$ cat src/rtl/packed_field_pkg.sv
// Purpose: shared types and helpers for the packed field serializer.
// Latency: n/a (types, constants and pure functions only).
// Backpressure: n/a.
package packed_field_pkg;

    // Two-state controller: waiting for a word, or streaming its enabled fields.
    typedef enum logic {
        IDLE = 1'b0,
        EMIT = 1'b1
    } state_e;

    // Upper bounds for the generic slice helper. A whole input word must fit
    // in MAX_DATA_W bits, and one field must fit in MAX_FIELD_W bits.
    localparam int MAX_DATA_W  = 1024;
    localparam int MAX_FIELD_W = 256;

    // Index width for a given field count. Never returns less than 1, so a
    // two-field word still gets a one-bit index.
    function automatic int idx_width(input int num_fields);
        return (num_fields <= 2) ? 1 : $clog2(num_fields);
    endfunction

    // Field idx of a packed word. Field 0 sits in the MSBs, which matches
    // packed-struct declaration order. The caller zero-extends the word to
    // MAX_DATA_W bits and truncates the result to its own field width.
    function automatic logic [MAX_FIELD_W-1:0] get_field(
        input logic [MAX_DATA_W-1:0] data,
        input int                    idx,
        input int                    field_w,
        input int                    num_fields
    );
        logic [MAX_DATA_W-1:0] shifted;
        logic [MAX_DATA_W-1:0] keep;
        shifted = data >> ((num_fields - 1 - idx) * field_w);
        keep    = (MAX_DATA_W'(1) << field_w) - MAX_DATA_W'(1);
        return MAX_FIELD_W'(shifted & keep);
    endfunction

endpackage

$ cat src/rtl/field_next_sel.sv
// Purpose: combinational find-next-set-bit over a field mask, in either direction.
// Latency: 0 cycles (pure combinational).
// Backpressure: n/a (no handshake).
//
// Ports:
//   mask        enabled-field mask
//   cur_idx     index of the field that was just emitted
//   start       1: ignore cur_idx and return the first enabled index
//   descending  0: search upward (field 0 first); 1: search downward
//   next_idx    selected index (0 when nothing is found)
//   found       a candidate index exists
//   is_last     no enabled field lies beyond next_idx in the search direction
module field_next_sel #(
    parameter int NUM_FIELDS = 2,
    parameter int IDX_W      = 1
) (
    input  logic [NUM_FIELDS-1:0] mask,
    input  logic [IDX_W-1:0]      cur_idx,
    input  logic                  start,
    input  logic                  descending,
    output logic [IDX_W-1:0]      next_idx,
    output logic                  found,
    output logic                  is_last
);

    // Both searches compare plain integers against cur_idx, so the candidate
    // range is bounded by the emit direction and can never wrap around.
    always_comb begin
        next_idx = '0;
        found    = 1'b0;
        if (!descending) begin
            // Walk downward so the lowest qualifying index is written last.
            for (int i = NUM_FIELDS - 1; i >= 0; i--) begin
                if (mask[i] && (start || (i > int'(cur_idx)))) begin
                    next_idx = IDX_W'(i);
                    found    = 1'b1;
                end
            end
        end else begin
            // Walk upward so the highest qualifying index is written last.
            for (int i = 0; i < NUM_FIELDS; i++) begin
                if (mask[i] && (start || (i < int'(cur_idx)))) begin
                    next_idx = IDX_W'(i);
                    found    = 1'b1;
                end
            end
        end
    end

    // The selected index is the last one when no enabled field lies beyond it
    // in the emit direction.
    always_comb begin
        is_last = found;
        for (int j = 0; j < NUM_FIELDS; j++) begin
            if (mask[j] && (descending ? (j < int'(next_idx)) : (j > int'(next_idx)))) begin
                is_last = 1'b0;
            end
        end
    end

endmodule

$ cat src/rtl/packed_field_serializer.sv
// Purpose: streams the enabled fields of a packed word out one per cycle, tagged with index and last.
// Latency: word accepted in cycle N gives its first beat in cycle N+1; k enabled fields take k beats.
// Backpressure: out_* stay stable while stalled; in_ready is low in EMIT except on an accepted last beat.
//
// Ports:
//   clk, rst                 clock (rising edge), asynchronous active-high reset
//   in_valid/in_ready        input word handshake
//   in_data                  NUM_FIELDS*FIELD_W packed word, field 0 in the MSBs
//   in_mask                  bit i set: emit field i
//   out_valid/out_ready      output beat handshake
//   out_field, out_idx       field value and its index
//   out_last                 final enabled field of the word
module packed_field_serializer
    import packed_field_pkg::*;
#(
    parameter  int FIELD_W    = 8,
    parameter  int NUM_FIELDS = 2,
    parameter  bit LSB_FIRST  = 1'b0,
    localparam int IDX_W      = idx_width(NUM_FIELDS)
) (
    input  logic                          clk,
    input  logic                          rst,
    input  logic                          in_valid,
    output logic                          in_ready,
    input  logic [NUM_FIELDS*FIELD_W-1:0] in_data,
    input  logic [NUM_FIELDS-1:0]         in_mask,
    output logic                          out_valid,
    input  logic                          out_ready,
    output logic [FIELD_W-1:0]            out_field,
    output logic [IDX_W-1:0]              out_idx,
    output logic                          out_last
);

    localparam int DATA_W = NUM_FIELDS * FIELD_W;

    state_e                state_q;
    logic [DATA_W-1:0]     data_q;
    logic [NUM_FIELDS-1:0] mask_q;
    logic                  out_valid_q;
    logic [FIELD_W-1:0]    field_q;
    logic [IDX_W-1:0]      idx_q;
    logic                  last_q;

    logic                  load_sel;
    logic [NUM_FIELDS-1:0] sel_mask;
    logic [DATA_W-1:0]     sel_data;
    logic [IDX_W-1:0]      sel_idx;
    logic                  sel_found;
    logic                  sel_last;
    logic [FIELD_W-1:0]    sel_field_d;
    logic                  accept;
    logic                  load_word;
    logic                  fire;

    // The one finder serves two purposes. When a new word can be taken (IDLE,
    // or EMIT sitting on its last beat) it searches the incoming mask from the
    // start. Otherwise it steps forward from the current index in the held mask.
    assign load_sel = (state_q == IDLE) || last_q;
    assign sel_mask = load_sel ? in_mask : mask_q;
    assign sel_data = load_sel ? in_data : data_q;

    field_next_sel #(
        .NUM_FIELDS (NUM_FIELDS),
        .IDX_W      (IDX_W)
    ) u_next_sel (
        .mask       (sel_mask),
        .cur_idx    (idx_q),
        .start      (load_sel),
        .descending (LSB_FIRST),
        .next_idx   (sel_idx),
        .found      (sel_found),
        .is_last    (sel_last)
    );

    assign sel_field_d = FIELD_W'(get_field(MAX_DATA_W'(sel_data), int'(sel_idx), FIELD_W, NUM_FIELDS));

    // out_ready -> in_ready is the only combinational path through the block.
    // It lets a new word replace the final beat of the current one with no bubble.
    assign in_ready  = !rst && ((state_q == IDLE) || ((state_q == EMIT) && out_ready && last_q));
    assign accept    = in_valid && in_ready;
    // A word with an all-zero mask is consumed but never loaded.
    assign load_word = accept && sel_found;
    assign fire      = out_valid_q && out_ready;

    always_ff @(posedge clk or posedge rst) begin
        if (rst) begin
            state_q     <= IDLE;
            data_q      <= '0;
            mask_q      <= '0;
            out_valid_q <= 1'b0;
            field_q     <= '0;
            idx_q       <= '0;
            last_q      <= 1'b0;
        end else begin
            case (state_q)
                IDLE: begin
                    if (load_word) begin
                        state_q     <= EMIT;
                        data_q      <= in_data;
                        mask_q      <= in_mask;
                        out_valid_q <= 1'b1;
                        field_q     <= sel_field_d;
                        idx_q       <= sel_idx;
                        last_q      <= sel_last;
                    end
                end
                EMIT: begin
                    if (fire) begin
                        if (!last_q) begin
                            // Step to the next enabled field of the held word.
                            field_q <= sel_field_d;
                            idx_q   <= sel_idx;
                            last_q  <= sel_last;
                        end else if (load_word) begin
                            data_q  <= in_data;
                            mask_q  <= in_mask;
                            field_q <= sel_field_d;
                            idx_q   <= sel_idx;
                            last_q  <= sel_last;
                        end else begin
                            state_q     <= IDLE;
                            out_valid_q <= 1'b0;
                            last_q      <= 1'b0;
                        end
                    end
                end
                default: begin
                    state_q     <= IDLE;
                    out_valid_q <= 1'b0;
                end
            endcase
        end
    end

    assign out_valid = out_valid_q;
    assign out_field = field_q;
    assign out_idx   = idx_q;
    assign out_last  = last_q;

endmodule

$ cat config.mk
export PLATFORM = sky130hd
export DESIGN_NAME = packed_field_serializer
export DESIGN_NICKNAME = d
export VERILOG_FILES = /design/src/rtl/packed_field_pkg.sv /design/src/rtl/field_next_sel.sv /design/src/rtl/packed_field_serializer.sv
export SDC_FILE = /design/constraint.sdc
export NUM_CORES = 1
export LEC_CHECK = 0
export CAP_MARGIN = 20
export CORE_ASPECT_RATIO = 1.2
export CORE_MARGIN = 4
export CORE_UTILIZATION = 45
export CTS_CLUSTER_SIZE = 28
export DETAILED_ROUTE_END_ITERATION = 10
export GPL_ROUTABILITY_DRIVEN = 0
export PLACE_DENSITY = 0.78
export SLEW_MARGIN = 20
export SYNTH_ARGS = -nofsm -noshare
export SYNTH_HDL_FRONTEND = slang
export SYNTH_SLANG_ARGS = --single-unit
$ cat constraint.sdc
create_clock -name clk -period 3.9 [get_ports clk]
set_input_delay 0.78 -clock clk [delete_from_list [all_inputs] [get_ports clk]]
set_output_delay 0.78 -clock clk [all_outputs]
set_load 0.02 [all_outputs]
==> results by group, run 1 <==
Outcome
  – Status: finished, final reports clean

Clock network
  – Postcts setup bufs: 0
  – H-tree depth: 2
  – Clk pin slew, worst setup/hold paths: approximately 0.090 ns
  – Max clock buf depth: 2
  – CTS resizes: 0
  – Num CTS Buffers: 5
  – Clock root buffer: clkbuf_4
  – Clock Latency Late Sink: ~0.33 ns
  – Hold-fix buffers, CTS: 0
  – Clock sinks: 29
  – TritonCTS clock tree: built

Pwr
  – PwrDens: around 620 nW/um^2
  – Worst IR Drop VDD: roughly 0.00038 V
  – Leak: ~0.77 nW

Cells and area
  – Final std cells w/o fill: 198
  – Fill cell total of the finished layout: about 290
  – Layout area overhead: 27.6%
  – Register area: ~730 sq um
  – Antenna cell count: 0
  – Most common cell after layout, fill and taps aside: clkdlybuf4s50_1
  – Fin nets: ~180
  – Multi-input logic area: roughly 670 sq um
  – Share of cells above drive strength 1: 19.8%
  – Commonest non-fill, non-tap cells in the layout: clkdlybuf4s50_1 (33), dfrtp_1 (29), nand2_1 (21)

STA
  – Hold Fails Final Rpt: 0
  – RSZ-0062 raised after global routing: no
  – Max Freq: roughly 340 MHz
  – Final setup violation count: 0
  – Slew HR: 54.0%
  – Pins over their slew limit: 0
  – Worst-margin pin slew: 0.688 ns
  – Minimum clock period: a little under 3 ns
  – Setup TNS: 0 ns
  – Fin Clk Skew: approximately 0.0048 ns
  – Fin crit share: about three quarters

Critical path
  – Path depth of the worst reg2reg path: 5
  – Worst EP arrival: 2.19 ns
  – Max FO, Critical Path: 5
  – Worst Setup Start Kind: input pin
  – CP Cell Sequence: clkdlybuf4s50_1 -> nand2_1 -> a21oi_1 -> clkdlybuf4s50_1
  – Worst setup path class: in -> out
  – CP Capture Type: output port
  – Worst path most repeated cell: clkdlybuf4s50_1
  – Crit path max-delay cell type: clkdlybuf4s50_1
  – CP max stage delay: between 0.6 and 0.7 ns
  – Critical Path RT: between 3 and 4 ns

Global route
  – Met3 usage: ~5.9%
  – Gr ovfl total: 0
  – GRT Overall Usage: 17.6%
  – Vias in the first global route: approximately 1,200
  – Largest net degree at the start of global routing: 30
  – First-pass GRT wire length: 5530 um
  – GR Layer Usage met2: between 20% and 30%
  – Antenna violations before repair: 0
  – Top Usage Layer GRT: met2
  – Grt met1 use: between 20 and 25%

Routing
  – Via Count: around 1,200
  – Total wire length: approximately 3400 um
  – Routed vias/inst: slightly below 6
  – DR pass1 iterations: 4
  – Drt wl/cell: 17.0 um
  – DRC viols: 0
  – Detail Route Antenna Nets: 0
  – DRT iter0 DRCs: 35

Synth
  – Async set-reset flop share out of synthesis: 100%
  – Ys Warns: 0
  – Syn nets: approximately 150
  – Netlist Area Pre-Place: 1440 sq um
  – Sequential area share after synthesis: between 50% and 60%
  – Post-synth top flop: dfrtp_1
  – Post-synth EDFFs: 0
  – Yosys cell types: 28
  – Synthesis-stage register bit count: 29
  – Post-synthesis instance total: about 130
  – Post-Syn Area per Cell: approximately 12 sq um

Place
  – Port bufs: 33
  – Post-placement cell count: 190
  – Detailed Place HPWL: ~2400 um

Die
  – Die Ht: between 60 and 70 um
  – Initial Util: a little under half
  – Num rows: 22
  – Die ar.: 4170 sq um
  – Core Area: 3060 sq um
  – Top-level port count: 34
  – Die extent in x: roughly 60 um

Run
  – Max cap viols: 0

Min path
  – Hold path cells: 1
  – Tightest Hold Check Type: reg -> reg
routing by layer:
layer / part of all wire (%) / vias to the layer above
met5: 0 / -
met4: 1.7 / 0
met3: 6.5 / 7
met2: 51 / 41
met1: 40 / 579
li1: - / 526
sequential cells by signal, indices dropped and copies added, names as in the netlist:
signal     flops
mask_q         1
state_q        1
out_field      8
out_idx        1
out_valid      1
out_last       1
data_q        16
path summary, 6_finish.rpt:
path / start / to / slack [ns]
max: out_ready / in_ready / 0.93
min: data_q[15] / data_q[15] / 0.52
max reg2reg: out_idx / out_field[2] / 1.92
min reg2reg: data_q[15] / data_q[15] / 0.52
max in group asynchronous: rst / data_q[13] / 2.61
min in group asynchronous: rst / out_valid / 0.89
cells in the mapped netlist, drive strengths merged, types with 2 or more instances:
master	number	area share (%)
dfrtp	29	50
a21oi	12	4.4
nand3	3	1.0
a221o	8	5.6
nand2	21	5.5
and2b	2	1.0
o21ai	3	1.0
a22o	6	3.6
nand2b	3	1.5
mux2	21	16
buf	6	3.0
power breakdown:
group          total (mW)  leakage [nW]  internal [mW]  switching [mW]
clock               0.175        0.0320         0.0685           0.106
sequential          0.514         0.359          0.433          0.0812
combinational       0.459         0.381          0.245           0.214
area by class of cell:
| class | count | share of cell area [%] |
|---|---|---|
| clock buffers | 6 | 2.25 |
| repair buffers | 35 | 18.8 |
| clock inverters | 2 | 0.545 |
| well taps | 36 | 2.45 |
| multi-input cells | 89 | 36.3 |
| inverters | 1 | 0.204 |
| flip-flops and latches | 29 | 39.5 |
critical path: cells and delay by family:
kind / cells / cell delay (ns)
AO/OA/AOI/OAI: 1 / 0.15
buffers and inverters: 2 / 1.17
AND/OR/NAND/NOR: 1 / 0.09
cell families after synthesis:
logic type / share of synthesized area [%]
and+or+nand+nor: 10.6
buffers and inverters: 3.30
DFF: 50.4
xor gates and xnor gates: 0.608
AOI/OAI and AO/OA: 17.7
muxes: 17.4
through the flow:
stage / hold slack, ns / setup slack (ns) / util (%) / power (mW) / instance area [sq um]
6_report: 0.515 / 0.931 / 60.2 / 1.15 / 1840
5_1_grt: 0.539 / 0.883 / 60.2 / 1.22 / 1840
4_1_cts: 0.517 / 0.936 / 60.2 / 1.16 / 1840
3_5_place_dp: 0.495 / 0.946 / 58.5 / 0.982 / 1790
3_3_place_gp: 0.489 / 0.978 / 58.5 / 0.956 / 1790
2_1_floorplan: 0.480 / 1.84 / - / 0.793 / 1440
(Power assumes the default switching activity.)
==> inputs of run 2 (changes only) <==
CORE_UTILIZATION = 44   (was 45)
PLACE_DENSITY = 0.8   (was 0.78)
clock period = 2.5 ns   (was 3.9 ns; I/O delays follow)
==> run 2 against run 1 <==
Clock skew about the same. Count of clock-buffer cells in the layout up 1. Die area up 2.0%. Total power up 62%. Global-route usage up 0.31 points. Register-to-register slack worse by 1.4 ns. Largest cell class unchanged. Combinational power up 58%. Cell area up 3.5%. Critical path depth unchanged. Sequential share of layout area down 1.3 points.
==> results by group, run 2 (synthesized netlist as in run 1, its figures left out) <==
Outcome
  – Status: finished, final reports clean (unchanged)

Cells and area
  – Max FFs per register: 16 (unchanged)
  – Commonest non-fill, non-tap cells in the layout: clkdlybuf4s50_1 (32), dfrtp_1 (29), nand2_1 (21) (was clkdlybuf4s50_1 (33), dfrtp_1 (29), nand2_1 (21))
  – Biggest register: data_q (unchanged)
  – Share of cells above drive strength 1: 21.7% (was 19.8%)
  – Design area: 1900 sq um (was 1840 sq um)
  – Most common cell after layout, fill and taps aside: clkdlybuf4s50_1 (unchanged)
  – Fin nets: 187 (was 183)
  – Antenna cell count: 0 (unchanged)
  – Layout area overhead: 32.1% (was 27.6%)

STA
  – Worst hold slack: 0.514 ns (was 0.515 ns)
  – Minimum clock period: approximately 2.0 ns
  – Pins over their slew limit: 0 (unchanged)
  – Fin Clk Skew: 0.00525 ns (was 0.00476 ns)
  – Setup TNS: 0 ns (unchanged)
  – Fin crit share: between 80% and 90%
  – Hold Fails Final Rpt: 0 (unchanged)
  – PnR worst setup slack: 0.459 ns (was 0.931 ns)
  – Final setup violation count: 0 (unchanged)
  – RSZ-0062 raised after global routing: no (unchanged)
  – Worst-margin pin slew: 0.649 ns (was 0.688 ns)
  – Max Freq: around 490 MHz
  – Slew HR: 56.6% (was 54.0%)

Routing
  – Via Count: 1,150 (was 1,153)
  – Routed vias/inst: 5.69 (was 5.82)
  – Drt wl/cell: 16.5 um (was 17.0 um)
  – DRT iter0 DRCs: 53 (was 35)
  – DR pass1 iterations: 4 (unchanged)
  – DRC viols: 0 (unchanged)
  – Detail Route Antenna Nets: 0 (unchanged)
  – Total wire length: 3340 um (was 3360 um)

Pwr
  – Worst IR Drop VDD: 0.000573 V (was 0.000375 V)
  – Clock share of power: 17.8% (was 15.2%)
  – Sequential Power Share: 43.1% (was 44.8%)
  – Gate power share: 39.0% (was 40.0%)
  – Cell internal pwr: 1.23 mW (was 0.746 mW)
  – PwrDens: 976 nW/um^2 (was 624 nW/um^2)
  – Sw Share: 33.6% (was 35.0%)
  – Leak: 0.819 nW (was 0.772 nW)
  – Switch Pwr: 0.625 mW (was 0.401 mW)
  – Pwr Total: 1.86 mW (was 1.15 mW)

Critical path
  – Worst Setup Start Kind: input pin (unchanged)
  – Critical Path RT: 2.00 ns (was 3.12 ns)
  – Worst EP arrival: 1.54 ns (was 2.19 ns)
  – CP Capture Type: output port (unchanged)
  – Worst setup path class: in -> out (unchanged)
  – Max FO, Critical Path: 5 (unchanged)

Clock network
  – Hold-fix buffers, CTS: 0 (unchanged)
  – Clock Latency Late Sink: 0.33 ns (about the same)
  – Clock root buffer: clkbuf_4 (unchanged)
  – Postcts setup bufs: 0 (unchanged)
  – Clock sinks: 29 (unchanged)
  – Max clock buf depth: 2 (unchanged)
  – H-tree depth: 2 (unchanged)
  – Num CTS Buffers: 5 (unchanged)
  – Clk pin slew, worst setup/hold paths: 0.09 ns (about the same)
  – TritonCTS clock tree: built (unchanged)
  – CTS resizes: 0 (unchanged)

Die
  – Initial Util: 46.3% (was 47.1%)
  – Top-level port count: 34 (unchanged)
  – Die extent in x: 60.2 um (was 59.6 um)
  – Die ar.: 4260 sq um (was 4170 sq um)
  – Num rows: 22 (unchanged)
  – Core Area: 3110 sq um (was 3060 sq um)
  – Die Ht: 70.7 um (was 70.0 um)

Run
  – Max cap viols: 0 (unchanged)

Global route
  – Antenna violations before repair: 0 (unchanged)
  – Gr ovfl total: 0 (unchanged)
  – Largest net degree at the start of global routing: 30 (unchanged)
  – GRT Overall Usage: 17.9% (was 17.6%)
  – Vias in the first global route: 1,188 (was 1,194)
  – First-pass GRT wire length: 5650 um (was 5530 um)

Min path
  – Tightest Hold Check Type: reg -> reg (unchanged)

Place
  – Setup slack after placement: 0.0644 ns (was 0.946 ns)
  – Detailed Place HPWL: 2350 um (was 2410 um)
  – Port bufs: 33 (unchanged)
  – Dpl cell area: 1830 sq um (was 1790 sq um)
## run 2: changes by cell type in the layout (fill, tap and decap cells not counted), sizes merged
cell	before	now
clkbuf	6	7
buf	2	6
dlymetal6s2s	0	1
clkdlybuf4s50	33	32
clkinv	2	1
## run 2: stage by stage
| step | cells | util (%) |
|---|---|---|
| after floorplan | 125 | - |
| after global placement | 194 | 58.8 |
| after detailed placement | 194 | 58.8 |
| after CTS | 202 | 61.1 |
| after global routing | 202 | 61.1 |
| final | 202 | 61.1 |
## run 2: routing by layer
layer  share of wire, %  GRT usage [%]  vias to the layer above
met5                  0              0                        -
met4                1.8           8.62                        0
met3                7.0           6.57                        7
met2                 47           26.3                       40
met1                 44           22.9                      566
li1                   -              -                      537
## run 2: final timing paths
check / from / end / slack, ns / depth (start not counted)
setup / recovery: out_ready / in_ready / 0.46 / 4
hold / removal: data_q[14] / data_q[14] / 0.51 / 1
setup reg to reg: out_last / out_field[2] / 0.54 / 4
hold reg to reg: data_q[14] / data_q[14] / 0.51 / 1
max in group asynchronous: rst / data_q[12] / 1.61 / 3
min in group asynchronous: rst / data_q[6] / 0.61 / 3
## run 2: power groups by stage
stage | Clock (mW) | Combinational, mW | Sequential (mW)
floorplan | 0 | 0.378 | 0.859
global placement | 0 | 0.710 | 0.794
detailed placement | 0 | 0.730 | 0.811
CTS | 0.341 | 0.732 | 0.803
global route | 0.366 | 0.795 | 0.830
finish | 0.331 | 0.725 | 0.801
## run 2: cell type report
type,count,area [sq um]
Fill cell,259,1210
Inverter,1,3.75
Multi-Input combinational cell,89,667
Timing Repair Buffer,39,390
Clock buffer,7,65.1
Clock inverter,1,5.00
Tap cell,36,45.0
Sequential cell,29,726
## run 2: critical path, cell delays in order
cell	delay [ns]
clkdlybuf4s50_1	0.55
nand2_1	0.10
a21oi_1	0.15
dlymetal6s2s_1	0.24
==> inputs of run 3 (changes only) <==
CORE_UTILIZATION = 45   (was 44)
PLACE_DENSITY = 0.78   (was 0.8)
clock period = 2.1 ns   (was 2.5 ns; I/O delays follow)
==> run 3 against run 2 <==
Clock skew grew 0.0020 ns. Register-to-register slack got worse by 0.35 ns. Via count grew 3.6%. Clock power is 3% lower. Total power rose by 17%. Final cell count is 2.5% higher. Flip-flop and latch count did not move. Hold slack barely moved. First-iteration DRC count down 42%. Highest routed layer is now met3.
==> results by group, run 3 (synthesized netlist as in run 1, its figures left out) <==
Critical path
  – Critical Path RT: 2.31 ns (was 2.00 ns)
  – Max FO, Critical Path: 8 (was 5)
  – Path depth of the worst reg2reg path: 4 (unchanged)
  – CP Capture Type: flop (was output port)
  – Worst Setup Start Kind: flop (was input pin)
  – Worst setup path class: reg -> reg (was in -> out)
  – Worst EP arrival: 2.12 ns (was 1.54 ns)

Cells and area
  – Fin nets: 192 (was 187)
  – Most common cell after layout, fill and taps aside: clkdlybuf4s50_1 (unchanged)
  – Antenna cell count: 0 (unchanged)
  – Biggest register: data_q (unchanged)
  – Final std cells w/o fill: 207 (was 202)
  – Commonest non-fill, non-tap cells in the layout: clkdlybuf4s50_1 (32), dfrtp_1 (29), nand2_1 (21) (unchanged)
  – Layout area overhead: 32.9% (was 32.1%)
  – Share of cells above drive strength 1: 22.2% (was 21.7%)
  – Max FFs per register: 16 (unchanged)

Routing
  – Detail Route Antenna Nets: 0 (unchanged)
  – DR pass1 iterations: 5 (was 4)
  – Total wire length: 3480 um (was 3340 um)
  – DRT iter0 DRCs: 31 (was 53)
  – Routed vias/inst: 5.75 (was 5.69)
  – DRC viols: 0 (unchanged)
  – Via Count: 1,191 (was 1,150)
  – Drt wl/cell: 16.8 um (was 16.5 um)

Min path
  – Tightest Hold Check Type: reg -> reg (unchanged)
  – Hold path cells: 1 (unchanged)

Global route
  – Met3 usage: 4.81% (was 6.57%)
  – First-pass GRT wire length: 5590 um (was 5650 um)
  – Gr ovfl total: 0 (unchanged)
  – GR Layer Usage met2: 28.1% (was 26.3%)
  – Largest net degree at the start of global routing: 30 (unchanged)
  – Antenna violations before repair: 0 (unchanged)
  – Grt met1 use: 21.5% (was 22.9%)
  – Top Usage Layer GRT: met2 (unchanged)
  – GRT Overall Usage: 17.3% (was 17.9%)
  – Vias in the first global route: 1,247 (was 1,188)

STA
  – Hold Fails Final Rpt: 0 (unchanged)
  – Worst-margin pin slew: 0.671 ns (was 0.649 ns)
  – Setup TNS: 0 ns (unchanged)
  – Pins over their slew limit: 0 (unchanged)
  – Minimum clock period: roughly 1.9 ns
  – Worst hold slack: 0.514 ns (about the same)
  – Fin crit share: roughly nine tenths
  – RSZ-0062 raised after global routing: no (unchanged)
  – Fin Clk Skew: 0.00727 ns (was 0.00525 ns)
  – PnR worst setup slack: 0.188 ns (was 0.459 ns)
  – Max Freq: 523 MHz
  – Final setup violation count: 0 (unchanged)
  – Slew HR: 55.2% (was 56.6%)

Die
  – Die Ht: 70.0 um (was 70.7 um)
  – Die extent in x: 59.6 um (was 60.2 um)
  – Initial Util: 47.1% (was 46.3%)
  – Core Area: 3060 sq um (was 3110 sq um)
  – Top-level port count: 34 (unchanged)
  – Die ar.: 4170 sq um (was 4260 sq um)
  – Num rows: 22 (unchanged)

Pwr
  – Pwr Total: 2.17 mW (was 1.86 mW)
  – Worst IR Drop VDD: 0.000610 V (was 0.000573 V)
  – PwrDens: 1130 nW/um^2 (was 976 nW/um^2)
  – Leak: 0.817 nW (was 0.819 nW)

Clock network
  – Hold-fix buffers, CTS: 0 (unchanged)
  – Clock root buffer: clkbuf_4 (unchanged)
  – Clock Latency Late Sink: 0.32 ns (was 0.33 ns)
  – Num CTS Buffers: 5 (unchanged)
  – H-tree depth: 2 (unchanged)
  – Clk pin slew, worst setup/hold paths: 0.09 ns (about the same)
  – TritonCTS clock tree: built (unchanged)
  – Max clock buf depth: 2 (unchanged)
  – Clock sinks: 29 (unchanged)

Outcome
  – Status: finished, final reports clean (unchanged)

Place
  – Detailed Place HPWL: 2400 um (was 2350 um)
  – Post-placement cell count: 199 (was 194)
  – Setup slack after placement: -0.109 ns (was 0.0644 ns)
  – Port bufs: 33 (unchanged)

Run
  – Max cap viols: 0 (unchanged)
## run 3: cell count changes in the layout (fill, tap and decap cells not counted)
cell and delta:
clkbuf_1 +3, clkinv_2 -1, dlymetal6s2s_1 -1, buf_4 +5
dlygate4sd2_1 +1, clkbuf_8 -2
## run 3: area by class of cell
class / count / area [sq um]
fillers: 263 / 1140
well taps: 36 / 45.0
clock buffers: 8 / 48.8
flip-flops and latches: 29 / 726
inverters: 1 / 3.75
multi-input cells: 89 / 667
repair buffers: 44 / 424
## run 3: report_power, final
group	leakage, nW	internal [mW]	switching [mW]	total, mW
combinational	0.431	0.479	0.407	0.886
clock	0.0265	0.133	0.188	0.321
sequential	0.359	0.804	0.155	0.958
## run 3: what timing repair did
action                                  4_1_cts  5_1_grt
buffers inserted                              0        0
endpoints found under the setup margin        1        0
resized for setup                             1        0
## run 3: metrics by stage
stage	area [sq um]	utilization, %
detailed placement	1870	61.1
global placement	1870	61.1
floorplan	1440	-
CTS	1910	62.7
global route	1910	62.7
finish	1910	62.7
## run 3: worst paths after layout
kind,from,to,slack (ns)
setup / recovery,out_last,out_field[2],0.19
hold / removal,data_q[14],data_q[14],0.51
setup reg to reg,out_last,out_field[2],0.19
min in group asynchronous,rst,out_field[4],0.53
max in group asynchronous,rst,data_q[7],1.29
hold reg to reg,data_q[14],data_q[14],0.51
## run 3: routing by layer
| layer | up-vias | routed length (um) | part of all wire, % |
|---|---|---|---|
| met5 | - | 0 | 0 |
| met3 | 0 | 284 | 8.2 |
| met4 | 0 | 0 | 0 |
| li1 | 545 | - | - |
| met1 | 594 | 1370 | 39 |
| met2 | 52 | 1830 | 52 |
## run 3: worst max-delay path, cell delays in order, from the launching register on
cell and delay [ns]:
dfrtp_1 0.46, nand2b_2 0.25, mux2i_2 0.41, mux2_1 0.37, a221o_1 0.31
